==> src/rtl/pdm_capture_pkg.sv <==
// pdm_pkg: shared types and constants for the PDM microphone capture front end.
//   state_t      - capture FSM states (IDLE, RUN)
//   DIV_DEFAULT  - system clocks per half-period of mic_clk
//   DBITS_DEFAULT- PCM sample width; window length is 2^DBITS PDM bits
//   clamp_count  - saturates a window ones-count to the largest DBITS-bit value
package pdm_pkg;

  localparam int DIV_DEFAULT   = 25;
  localparam int DBITS_DEFAULT = 8;

  typedef enum logic {
    IDLE = 1'b0,
    RUN  = 1'b1
  } state_t;

  // A window of all ones counts to 2^dbits, one more than dout can hold.
  function automatic logic [15:0] clamp_count(input logic [16:0] count, input int dbits);
    logic [16:0] max_val;
    max_val = (17'd1 << dbits) - 17'd1;
    if (count > max_val) return max_val[15:0];
    return count[15:0];
  endfunction

endpackage

==> src/rtl/pdm_capture_if.sv <==
// pdm_capture_if: write side of the downstream audio FIFO.
//   wr   - one-cycle write strobe (capture -> FIFO)
//   dout - PCM sample presented on FIFO din (capture -> FIFO)
//   full - FIFO full flag (FIFO -> capture)
// master: the capture block; slave: the FIFO.
interface pdm_capture_if #(
  parameter int DBITS = pdm_pkg::DBITS_DEFAULT
);
  logic             wr;
  logic [DBITS-1:0] dout;
  logic             full;

  modport master (output wr, output dout, input full);
  modport slave  (input wr, input dout, output full);
endinterface

==> src/rtl/pdm_capture_clk_gen.sv <==
// pdm_clk_gen: microphone clock divider.
//   clock    in  system clock
//   reset_n  in  asynchronous active-low reset
//   run      in  divider runs while high; low clears it and parks mic_clk low
//   mic_clk  out divided clock, DIV cycles high / DIV cycles low
//   rise_evt out single-cycle pulse in the cycle mic_clk has just gone 0->1
module pdm_clk_gen #(
  parameter int DIV = 25
) (
  input  logic clock,
  input  logic reset_n,
  input  logic run,
  output logic mic_clk,
  output logic rise_evt
);

  localparam int CW = (DIV > 1) ? $clog2(DIV) : 1;

  logic [CW-1:0] div_cnt;
  logic          wrap;

  assign wrap = (div_cnt == CW'(DIV - 1));

  // rise_evt is registered alongside mic_clk so both change on the same edge.
  always_ff @(posedge clock or negedge reset_n) begin
    if (!reset_n) begin
      div_cnt  <= '0;
      mic_clk  <= 1'b0;
      rise_evt <= 1'b0;
    end else if (!run) begin
      div_cnt  <= '0;
      mic_clk  <= 1'b0;
      rise_evt <= 1'b0;
    end else begin
      rise_evt <= wrap & ~mic_clk;
      if (wrap) begin
        div_cnt <= '0;
        mic_clk <= ~mic_clk;
      end else begin
        div_cnt <= div_cnt + 1'b1;
      end
    end
  end

endmodule

==> src/rtl/pdm_capture.sv <==
// pdm_capture: PDM microphone front end. Clocks the microphone, samples its
// 1-bit stream, counts ones over windows of 2^DBITS bits and writes each
// count (saturated to DBITS bits) into the audio FIFO.
//   clock     in  system clock
//   reset_n   in  asynchronous active-low reset
//   enable    in  capture enable (level)
//   mic_data  in  PDM data from the microphone
//   mic_clk   out clock to the microphone
//   mic_lrsel out L/R select, tied to left (0)
//   fifo      master port: wr, dout (to FIFO din), full
//   overrun   out sticky: a sample was dropped because full was high
// Build option: PDM_STARTUP_MUTE_EN suppresses writes for the first
// MUTE_WINDOWS windows after each enable while the microphone settles.
module pdm_capture
  import pdm_pkg::*;
#(
  parameter int DIV   = DIV_DEFAULT,
  parameter int DBITS = DBITS_DEFAULT
`ifdef PDM_STARTUP_MUTE_EN
  , parameter int MUTE_WINDOWS = 4
`endif
) (
  input  logic        clock,
  input  logic        reset_n,
  input  logic        enable,
  input  logic        mic_data,
  output logic        mic_clk,
  output logic        mic_lrsel,
  pdm_capture_if.master fifo,
  output logic        overrun
);

  state_t state, state_next;
  logic   run, start;

  logic [1:0]       sync_q;
  logic             pdm_bit;
  logic             rise_evt;
  logic [DBITS-1:0] bit_cnt;
  logic [DBITS:0]   ones_cnt;
  logic [DBITS:0]   window_sum;
  logic             muted;

  assign mic_lrsel = 1'b0;

  always_ff @(posedge clock or negedge reset_n) begin
    if (!reset_n) state <= IDLE;
    else          state <= state_next;
  end

  always_comb begin
    state_next = state;
    case (state)
      IDLE: if (enable)  state_next = RUN;
      RUN:  if (!enable) state_next = IDLE;
      default: state_next = IDLE;
    endcase
  end

  // run is gated by enable so the cycle enable drops already stops the
  // divider and blocks a coinciding window close.
  always_comb begin
    run   = (state == RUN) && enable;
    start = (state == IDLE) && enable;
  end

  pdm_clk_gen #(.DIV(DIV)) u_clk_gen (
    .clock    (clock),
    .reset_n  (reset_n),
    .run      (run),
    .mic_clk  (mic_clk),
    .rise_evt (rise_evt)
  );

  always_ff @(posedge clock or negedge reset_n) begin
    if (!reset_n) sync_q <= 2'b00;
    else          sync_q <= {sync_q[0], mic_data};
  end

  assign pdm_bit    = sync_q[1];
  assign window_sum = ones_cnt + {{DBITS{1'b0}}, pdm_bit};

`ifdef PDM_STARTUP_MUTE_EN
  localparam int MW = (MUTE_WINDOWS > 0) ? $clog2(MUTE_WINDOWS + 1) : 1;
  logic [MW-1:0] mute_cnt;

  assign muted = (mute_cnt < MW'(MUTE_WINDOWS));

  always_ff @(posedge clock or negedge reset_n) begin
    if (!reset_n)                               mute_cnt <= '0;
    else if (!run)                              mute_cnt <= '0;
    else if (rise_evt && (bit_cnt == '1) && muted) mute_cnt <= mute_cnt + 1'b1;
  end
`else
  assign muted = 1'b0;
`endif

  // The last bit of a window is folded into the sum directly, so dout and wr
  // land one clock after its rise_evt.
  always_ff @(posedge clock or negedge reset_n) begin
    if (!reset_n) begin
      bit_cnt   <= '0;
      ones_cnt  <= '0;
      fifo.wr   <= 1'b0;
      fifo.dout <= '0;
      overrun   <= 1'b0;
    end else begin
      fifo.wr <= 1'b0;
      if (start) overrun <= 1'b0;
      if (!run) begin
        bit_cnt  <= '0;
        ones_cnt <= '0;
      end else if (rise_evt) begin
        bit_cnt <= bit_cnt + 1'b1;
        if (bit_cnt == '1) begin
          ones_cnt  <= '0;
          fifo.dout <= DBITS'(clamp_count(17'(window_sum), DBITS));
          if (!muted) begin
            if (fifo.full) overrun <= 1'b1;
            else           fifo.wr <= 1'b1;
          end
        end else begin
          ones_cnt <= window_sum;
        end
      end
    end
  end

endmodule

==> src/flat_wrapper.sv <==
// flat-port wrapper written by rule: the top's interface ports become plain ports
module pdm_capture_flat import pdm_pkg::*;
#(
  parameter int DIV   = DIV_DEFAULT,
  parameter int DBITS = DBITS_DEFAULT

)
  (clock, reset_n, enable, mic_data, mic_clk, mic_lrsel, overrun, fifo_wr, fifo_dout, fifo_full);
  pdm_capture_if #(.DBITS(DBITS)) fifo_i ();
  input  logic clock;
  input  logic reset_n;
  input  logic enable;
  input  logic mic_data;
  output logic mic_clk;
  output logic mic_lrsel;
  output logic overrun;
  output wire logic [$bits(fifo_i.wr)-1:0] fifo_wr;
  output wire logic [$bits(fifo_i.dout)-1:0] fifo_dout;
  input wire logic [$bits(fifo_i.full)-1:0] fifo_full;
  assign fifo_wr = fifo_i.wr;
  assign fifo_dout = fifo_i.dout;
  assign fifo_i.full = fifo_full;
  pdm_capture #(.DIV(DIV), .DBITS(DBITS)) u_core (.clock(clock), .reset_n(reset_n), .enable(enable), .mic_data(mic_data), .mic_clk(mic_clk), .mic_lrsel(mic_lrsel), .fifo(fifo_i), .overrun(overrun));
endmodule
==> config.mk <==
export PLATFORM = sky130hd
export DESIGN_NAME = pdm_capture_flat
export DESIGN_NICKNAME = d
export VERILOG_FILES = /design/src/rtl/pdm_capture_pkg.sv /design/src/rtl/pdm_capture_if.sv /design/src/rtl/pdm_capture_clk_gen.sv /design/src/rtl/pdm_capture.sv /design/src/flat_wrapper.sv
export SDC_FILE = /design/constraint.sdc
export NUM_CORES = 1
export LEC_CHECK = 0
export ABC_AREA = 1
export CAP_MARGIN = 20
export CORE_AREA = 2 2 57 59
export DETAILED_ROUTE_END_ITERATION = 10
export DIE_AREA = 0 0 59 61
export DONT_BUFFER_PORTS = 1
export PLACE_DENSITY = 0.74
export SLEW_MARGIN = 15
export SYNTH_ARGS = -nofsm -noshare
export SYNTH_HDL_FRONTEND = slang
export SYNTH_SLANG_ARGS = --single-unit
==> constraint.sdc <==
create_clock -name clock -period 2 [get_ports clock]
set_input_delay 0 -clock clock [delete_from_list [all_inputs] [get_ports clock]]
set_output_delay 0 -clock clock [all_outputs]
set_load 0.02 [all_outputs]
==> results of run 1 <==
timing repair:
| item | in CTS | in global routing |
|---|---|---|
| setup buffers | 0 | 0 |
| hold buffers | 5 | 0 |
| hold endpoints to repair | 52 | 0 |
cell usage in the layout (no fill, tap or decap), types with 5 or more instances in the layout:
master	count
nand3_1	12
o21ai_0	8
clkbuf_4	5
ha_1	5
inv_1	22
nand2_1	60
o22ai_1	7
nor2_1	17
nand2_2	6
dfrtp_1	37
worst paths after layout:
| check | start | end | slack [ns] | depth (start not counted) |
|---|---|---|---|---|
| worst min-delay path | reset_n | u_core.ones_cnt[6] | 0.1 | 2 |
| min in group clock | mic_data | u_core.sync_q[0] | 0.21 | 1 |
| worst max-delay path | u_core.ones_cnt[0] | u_core.fifo.dout[5] | 0.45 | 10 |
| worst max register to register | u_core.ones_cnt[0] | u_core.fifo.dout[5] | 0.45 | 10 |
| worst min register to register | u_core.sync_q[0] | u_core.sync_q[1] | 0.36 | 0 |
| max in group asynchronous | reset_n | u_core.bit_cnt[3] | 1.70 | 2 |
layer usage:
layer,up-vias,global-route usage (%),routed length (µm)
li1,654,-,-
met1,602,25.5,1330
met2,44,35.6,1640
met3,9,5.97,198
met4,0,10.1,79
met5,-,0,0
cell families after synthesis:
logic type,after synthesis
adder cells (fa/ha/maj),5
AND/OR/NAND/NOR,106
AO/OA/AOI/OAI,19
buffers and inverters,27
XOR/XNOR,6
flip-flops,37
other,1
worst max-delay path, cell delays in order, from the launching register on:
cell and delay [ns]:
dfrtp_1 0.40, ha_1 0.23, ha_1 0.23, nand2_1 0.11, nor2_2 0.06, nand2_1 0.06
nand2_1 0.06, nand2_2 0.14, nand2_1 0.07, nand2_1 0.06, nand2_1 0.04
power groups by stage:
stage          registers, µW  logic (µW)  clock network [µW]
2_1_floorplan            778        29.1                   0
3_5_place_dp             780        34.2                   0
4_1_cts                  765        61.1                 407
6_report                 765        59.2                 392
3_3_place_gp             779        32.5                   0
5_1_grt                  766        68.3                 437
flip-flops by register name, indices dropped and copies added (netlist names):
register / cells
u_core.ones_cnt: 9
u_core.bit_cnt: 8
u_core.fifo.dout: 8
u_core.u_clk_gen.div_cnt: 5
u_core.sync_q: 2
u_core.fifo.wr: 1
u_core.overrun: 1
u_core.state: 1
u_core.u_clk_gen.mic_clk: 1
u_core.u_clk_gen.rise_evt: 1
layout make-up:
type	count	share of cell area, %
well taps	33	2.20
flip-flops and latches	37	49.3
inverters	25	5.00
multi-input cells	137	37.3
repair buffers	5	3.20
clock buffers	7	2.93
per-stage QoR:
step / hold WS [ns] / util, % / instance area [µm²]
floorplan: -0.296 / - / 1740
finish: 0.0997 / 63.6 / 1880
global route: 0.105 / 63.6 / 1880
CTS: 0.0990 / 63.6 / 1880
detailed placement: -0.295 / 59.7 / 1760
global placement: -0.295 / 59.7 / 1760
==> results.md, run 1 <==
Run:
- The max-capacitance violation count is 0.

STA:
- The final worst clock skew is 0.0122 ns.
- The total count of hold-check failures in the final report is 0.
- Setup repair after global routing left no endpoint under its margin.
- The setup violation total in the final timing report is 0.
- Timing would allow up to 647 MHz.
- The post-route minimum period is 1.55 ns.
- Setup slack closes at 0.454 ns.
- The final max-slew violation count came to 0.
- In the final timing run, aggregate negative setup slack is 0 ns.
- The period utilization is 77.3%.

Worst setup path:
- The type of destination of the critical path is a register.
- The biggest fanout along the worst timing path is 9.
- STA classifies the critical path startpoint as a register.
- The arrival time of data at the critical path endpoint is 1.79 ns.
- The critical path class is reg2reg.
- The critical path required time is 2.24 ns.

CTS:
- The maximum count of clock buffers along a single path is 2.
- Once the clock tree was built, the resizer swapped 0 gates to a different size.
- TritonCTS built the clock tree.
- Clock latency on the worst-skew pair, taken at its later pin, is 0.34 ns.
- Counting every sink on the clock net gives 37.
- The TritonCTS buffer count is 5.
- The clock slew at the register clock pins of the worst setup and hold paths is 0.10 ns.
- The buffer cell driving the clock tree root is clkbuf_4.
- The H-tree depth reported by CTS is 2.

Global route:
- Entering global routing, the biggest net connects 38 pins.
- The via count of the first global-routing pass was 1318.
- The initial antenna violation count is 0.
- After global routing the overflow that remains totals 0.
- Global routing used 21.3% of the available tracks across all layers.
- The first global-routing pass estimated 5630 µm of wire.

Routing:
- The first detailed-routing pass ran for 5 iterations.
- After detailed routing, the number of remaining DRC violations is 0.
- After the first detailed-routing iteration, the DRC count stood at 67.
- The via count is 1309.
- In the final routed layout, each cell accounts on average for 13.3 µm.
- The total routed wirelength is 3250 µm.
- Once detail routing completed, the nets flagged for antenna violations numbered 0.
- The routed via count divided by cell count is 5.36.

Run status:
- The run finished with clean final reports.

Place:
- The count of buffers added on input and output ports is 0.
- Once detailed placement completed, the half-perimeter wirelength came to 2410 µm.
- Routability-driven placement finished with a final weighted congestion of 0.825.
- The worst setup slack before clock tree synthesis is 0.451 ns.
- The cell count after placement is 232.

Cells and area:
- The final net count is 221.
- The combined area of the multi-input logic cells is 701 µm².
- Relative to the synthesized area, the layout overhead comes to 8.15%.
- The repair_antennas step left the layout with diodes totalling 0.
- The post-route netlist has 9.48% of its cells at a drive strength greater than 1.
- The count of placed standard cells in the final layout, fillers left out is 244.
- Counting the fill cells in the layout gives 262.
- The sequential cells in the finished layout cover a total of 926 µm².

Power:
- The switching power is 277 µW.
- Sequential cells burn 62.9% of the power.
- The clock network power share is 32.2%.
- The cell leakage power is 0.000927 µW.
- The design draws 1220 µW.
- Combinational logic is responsible for 4.9% of the overall power.
- The maximum vdd ir drop is 0.332 mV.
- Internal power comes to 939 µW.
- The total power per unit cell area is 648 nW/µm².
- Of the total power, the share spent switching nets is 22.8%.

Yosys:
- The synthesized netlist devotes 27.5% of its cell area to simple gates.
- The count of warnings emitted by yosys is 0.
- The cell count after synthesis came out at 201.
- The most used flip-flop cell after synthesis is dfrtp_1.
- The number of flops mapped to enable cells by yosys is 0.
- The most common cell in the synthesized netlist is nand2_1.
- The multiplexer fraction of the synthesized cell area is 0%.
- The adder-cell share of the synthesized area is 3.60%.
- The post-synthesis compound-gate area fraction is 5.98%.
- The cell taking the most area after synthesis is dfrtp_1.
- The area fraction of the dominant cell type after synthesis is 53.4%.
- The netlist area before placement is 1740 µm².
- The number of distinct library cells after synthesis is 22.
- By area, the combinational part of the netlist is dominated by simple AND/OR/NAND/NOR gates.
- The flop and latch count out of synthesis is 37.
- The synthesized-area fraction occupied by xor and xnor cells is 3.03%.
- In the synthesized netlist, the cells that appear most often are 60 x nand2_1, 37 x dfrtp_1, 22 x inv_1.
- The net count of the mapped netlist is 211.
- The sequential fraction of the synthesis area is 53.4%.
- A synthesized cell averages 8.63 µm².
- Counting flops with an async set or reset pin after synthesis yields a share of 100%.
- Sorting the synthesized cells by area gives the leading types as dfrtp_1 53%, nand2_1 13%, inv_1 4.8%, nor2_1 3.7%, ha_1 3.6%.

Floorplan:
- Row generation in the floorplan step produced 20 rows.
- The initial core utilization is 58.8%.
- The overall die area is 3600 µm².
- The die span in x is 59 µm.
- The I/O pin total is 17.
- The die is 61 µm tall.
- The placeable core region is 2950 µm².

Min path:
- The path class of the tightest hold or removal check is in2async.
Note: power is estimated with default switching activity, not from simulation.
==> run 2: changes to the inputs <==
--- a/config.mk
+++ b/config.mk
@@ -7,11 +7,11 @@
 export LEC_CHECK = 0
 export ABC_AREA = 1
 export CAP_MARGIN = 20
-export CORE_AREA = 2 2 57 59
+export CORE_AREA = 2 2 60 62
 export DETAILED_ROUTE_END_ITERATION = 10
-export DIE_AREA = 0 0 59 61
+export DIE_AREA = 0 0 62 64
 export DONT_BUFFER_PORTS = 1
-export PLACE_DENSITY = 0.74
+export PLACE_DENSITY = 0.7
 export SLEW_MARGIN = 15
 export SYNTH_ARGS = -nofsm -noshare
 export SYNTH_HDL_FRONTEND = slang
==> constraint.sdc (replaced) <==
create_clock -name clock -period 1.4 [get_ports clock]
set_input_delay 0 -clock clock [delete_from_list [all_inputs] [get_ports clock]]
set_output_delay 0 -clock clock [all_outputs]
set_load 0.02 [all_outputs]
==> run 2 against run 1 <==
Compared with the run above:
- die area up 10%
- worst hold slack improved by 0.022 ns
- sequential power up 42%
- the flow now finishes with violations (setup timing)
- first-iteration DRC count is 12% lower
- worst setup slack got worse by 0.48 ns
- cell count is 9.0% higher
- via count increased by 4.2%
==> results.md, run 2 (synthesis gave the netlist of run 1 again) <==
Run status:
- The flow ran to the end, but the final reports show violations.
- The final reports fail on setup timing.

Power:
- The internal portion of the total power is 1540 µW.
- The share of total power dissipated in sequential elements is 55.6%.
- The maximum vdd ir drop is 0.907 mV.
- Of the total power, the share spent switching nets is 21.8%.
- The total power per unit cell area is 963 nW/µm².
- The share of power burned in combinational logic is 4.7%.
- The cell leakage power is 0.000987 µW.
- The clock network power share is 39.7%.
- Summed over all nets, the switching power comes to 429 µW.

STA:
- The worst path uses 102% of the clock period.
- The final worst clock skew is 0.00433 ns.
- The worst path in the final design needs a cycle of 1.42 ns, including I/O delays and setup.
- The final max-slew violation count is 0.
- For the final routed database, the setup TNS stands at -0.109 ns.
- The total count of hold-check failures in the final report is 0.
- Setup violations remaining at the end of the flow were counted as 6.
- The setup slack after layout is -0.0244 ns.
- Timing would allow up to 702 MHz.
- Setup repair after global routing could not meet its margin everywhere.

Worst setup path:
- The number of cells on the worst reg-to-reg path is 8.
- Counting stages on the worst path, the most repeated cell is nand2_1.
- The biggest fanout along the worst timing path is 3.
- The arrival time of data at the critical path endpoint is 1.67 ns.
- The worst setup path is of the reg2reg kind.
- In this design, the stage delay of the slowest critical-path cell is 0.43 ns.
- STA classifies the critical path startpoint as a register.
- The signal on the critical path passes through ha_4 > ha_4 > nand2_4 > nor2_4 > xor2_1 > nand2_1 > nand2_1 > nand2_1.
- The slowest stage cell on the critical path is dfrtp_1.
- The critical path required time is 1.65 ns.
- The type of destination of the critical path is a register.
- The reg-to-reg setup timing slack is -0.02 ns.

Cells and area:
- The final net count is 229.
- The relative area change from synthesis to final layout is 17.7%.
- More flip-flops sit in one register than any other, and that register is u_core.ones_cnt.
- With fillers left out, the area of the finished cells amounts to 2040 µm².
- The library cells used most frequently in the layout, excluding fill and tap cells, are 58 x nand2_1, 37 x dfrtp_1, 22 x inv_1.
- The register with the most flip-flops in the layout has 9 of them.
- The final design utilization is 62.2%.
- The number of antenna diodes in the final layout is 0.
- The largest registers in the layout are u_core.ones_cnt: 9 flops, u_core.bit_cnt: 8 flops, u_core.fifo.dout: 8 flops.
- Once layout is complete, the cells apart from fillers number 266.
- The library cell used most frequently in the layout, excluding fill and tap cells, is nand2_1.
- In the final layout, the share of cells above drive strength 1 is 16.8%.

Place:
- The wire-length estimate of the detail-placed layout is 2350 µm.
- Prior to clock tree synthesis, the placed netlist has a worst setup slack of -0.153 ns.
- The total cell area at the placement stage is 1820 µm².
- The cell count after placement is 250.
- The final RePlAce weighted congestion is 0.898.
- Port buffering added 0 buffers.

Routing:
- Wires add up to 3260 µm.
- The post-detailed-route count of antenna-violating nets is 0.
- The count of TritonRoute iterations in the first routing pass is 4.
- The via count is 1364.
- The routed via count divided by cell count is 5.13.
- The detailed-route wire length per cell is 12.2 µm.
- In the routed design, unresolved DRC markers number 0.
- After the first detailed-routing iteration, the DRC count stood at 59.

Floorplan:
- The initial core utilization is 52.8%.
- The overall die height is 64 µm.
- The row count is 21.
- The overall die area is 3970 µm².
- The I/O pin total is 17.
- The die span in x is 62 µm.
- The placeable core region is 3280 µm².

Min path:
- The type of the tightest min-delay check is in2async.

CTS:
- After clock tree synthesis, the clock-pin slew on the worst setup and hold paths is 0.11 ns.
- TritonCTS built the clock tree.
- The maximum count of clock buffers along a single path is 2.
- The clock insertion delay at the later pin of the skew report is 0.34 ns.
- The TritonCTS buffer count is 5.
- The clock tree synthesis step divided the H-tree into 2 levels.
- The buffer cell driving the clock tree root is clkbuf_4.
- The clock net in this run drives a total of 37 sinks.

Global route:
- The first global-routing pass estimated 5970 µm of wire.
- The initial antenna violation count came to 0.
- Across every metal layer, demand over resource in global routing totals 20.2%.
- The largest net degree at the start of global routing is 38.
- The total overflow left after global routing is 0.
- The via count of the first global-routing pass is 1374.

Run:
- The tool flagged a number of max-cap violations equal to 0.
## run 2: cell type report
| class | instances | area [µm²] |
|---|---|---|
| fill | 281 | 1240 |
| timing repair buffer | 12 | 113 |
| inverter | 25 | 93.8 |
| tap | 46 | 57.6 |
| clock buffer | 7 | 55.1 |
| multi-input combinational | 138 | 767 |
| sequential | 37 | 926 |
| clock inverter | 1 | 30.0 |
## run 2: metal layers
metal  track usage [%]  share of wire (%)
met2              32.9                 51
met5                 0                  0
met3              5.87                3.3
met4              7.71                2.5
met1              24.6                 44
## run 2: repair_timing
item	4_1_cts	5_1_grt
gates cloned	1	0
pin swaps	5	3
setup endpoints to repair	11	16
setup buffers	1	1
endpoints found under the hold margin	51	0
hold buffers	5	0
resized for setup	9	5
## run 2: power groups by stage
stage | clock network [µW] | logic (µW) | registers [µW]
after CTS | 795 | 94.4 | 1090
after floorplan | 0 | 41.5 | 1110
after global placement | 0 | 51.5 | 1110
after global routing | 841 | 108 | 1100
after detailed placement | 0 | 54.3 | 1110
final | 780 | 92.7 | 1090
## run 2: worst paths after layout
path                                     from                  endpoint
setup / recovery           u_core.ones_cnt[0]       u_core.fifo.dout[4]
min in group clock                   mic_data          u_core.sync_q[0]
setup reg to reg           u_core.ones_cnt[0]       u_core.fifo.dout[4]
max in group asynchronous             reset_n         u_core.bit_cnt[3]
hold reg to reg              u_core.sync_q[0]          u_core.sync_q[1]
hold / removal                        reset_n  u_core.u_clk_gen.mic_clk
## run 2: critical path, delay by kind of cell, from the launching register on
kind          cells  cell delay, ns
xor+xnor          1            0.23
flops             1            0.43
fa+ha+maj         2            0.32
simple gates      5            0.36
## run 2: through the flow
| step | total power (µW) | hold slack [ns] |
|---|---|---|
| 2_1_floorplan | 1150 | -0.296 |
| 3_3_place_gp | 1160 | -0.295 |
| 6_report | 1970 | 0.122 |
| 3_5_place_dp | 1170 | -0.295 |
| 4_1_cts | 1980 | 0.0987 |
| 5_1_grt | 2040 | 0.114 |
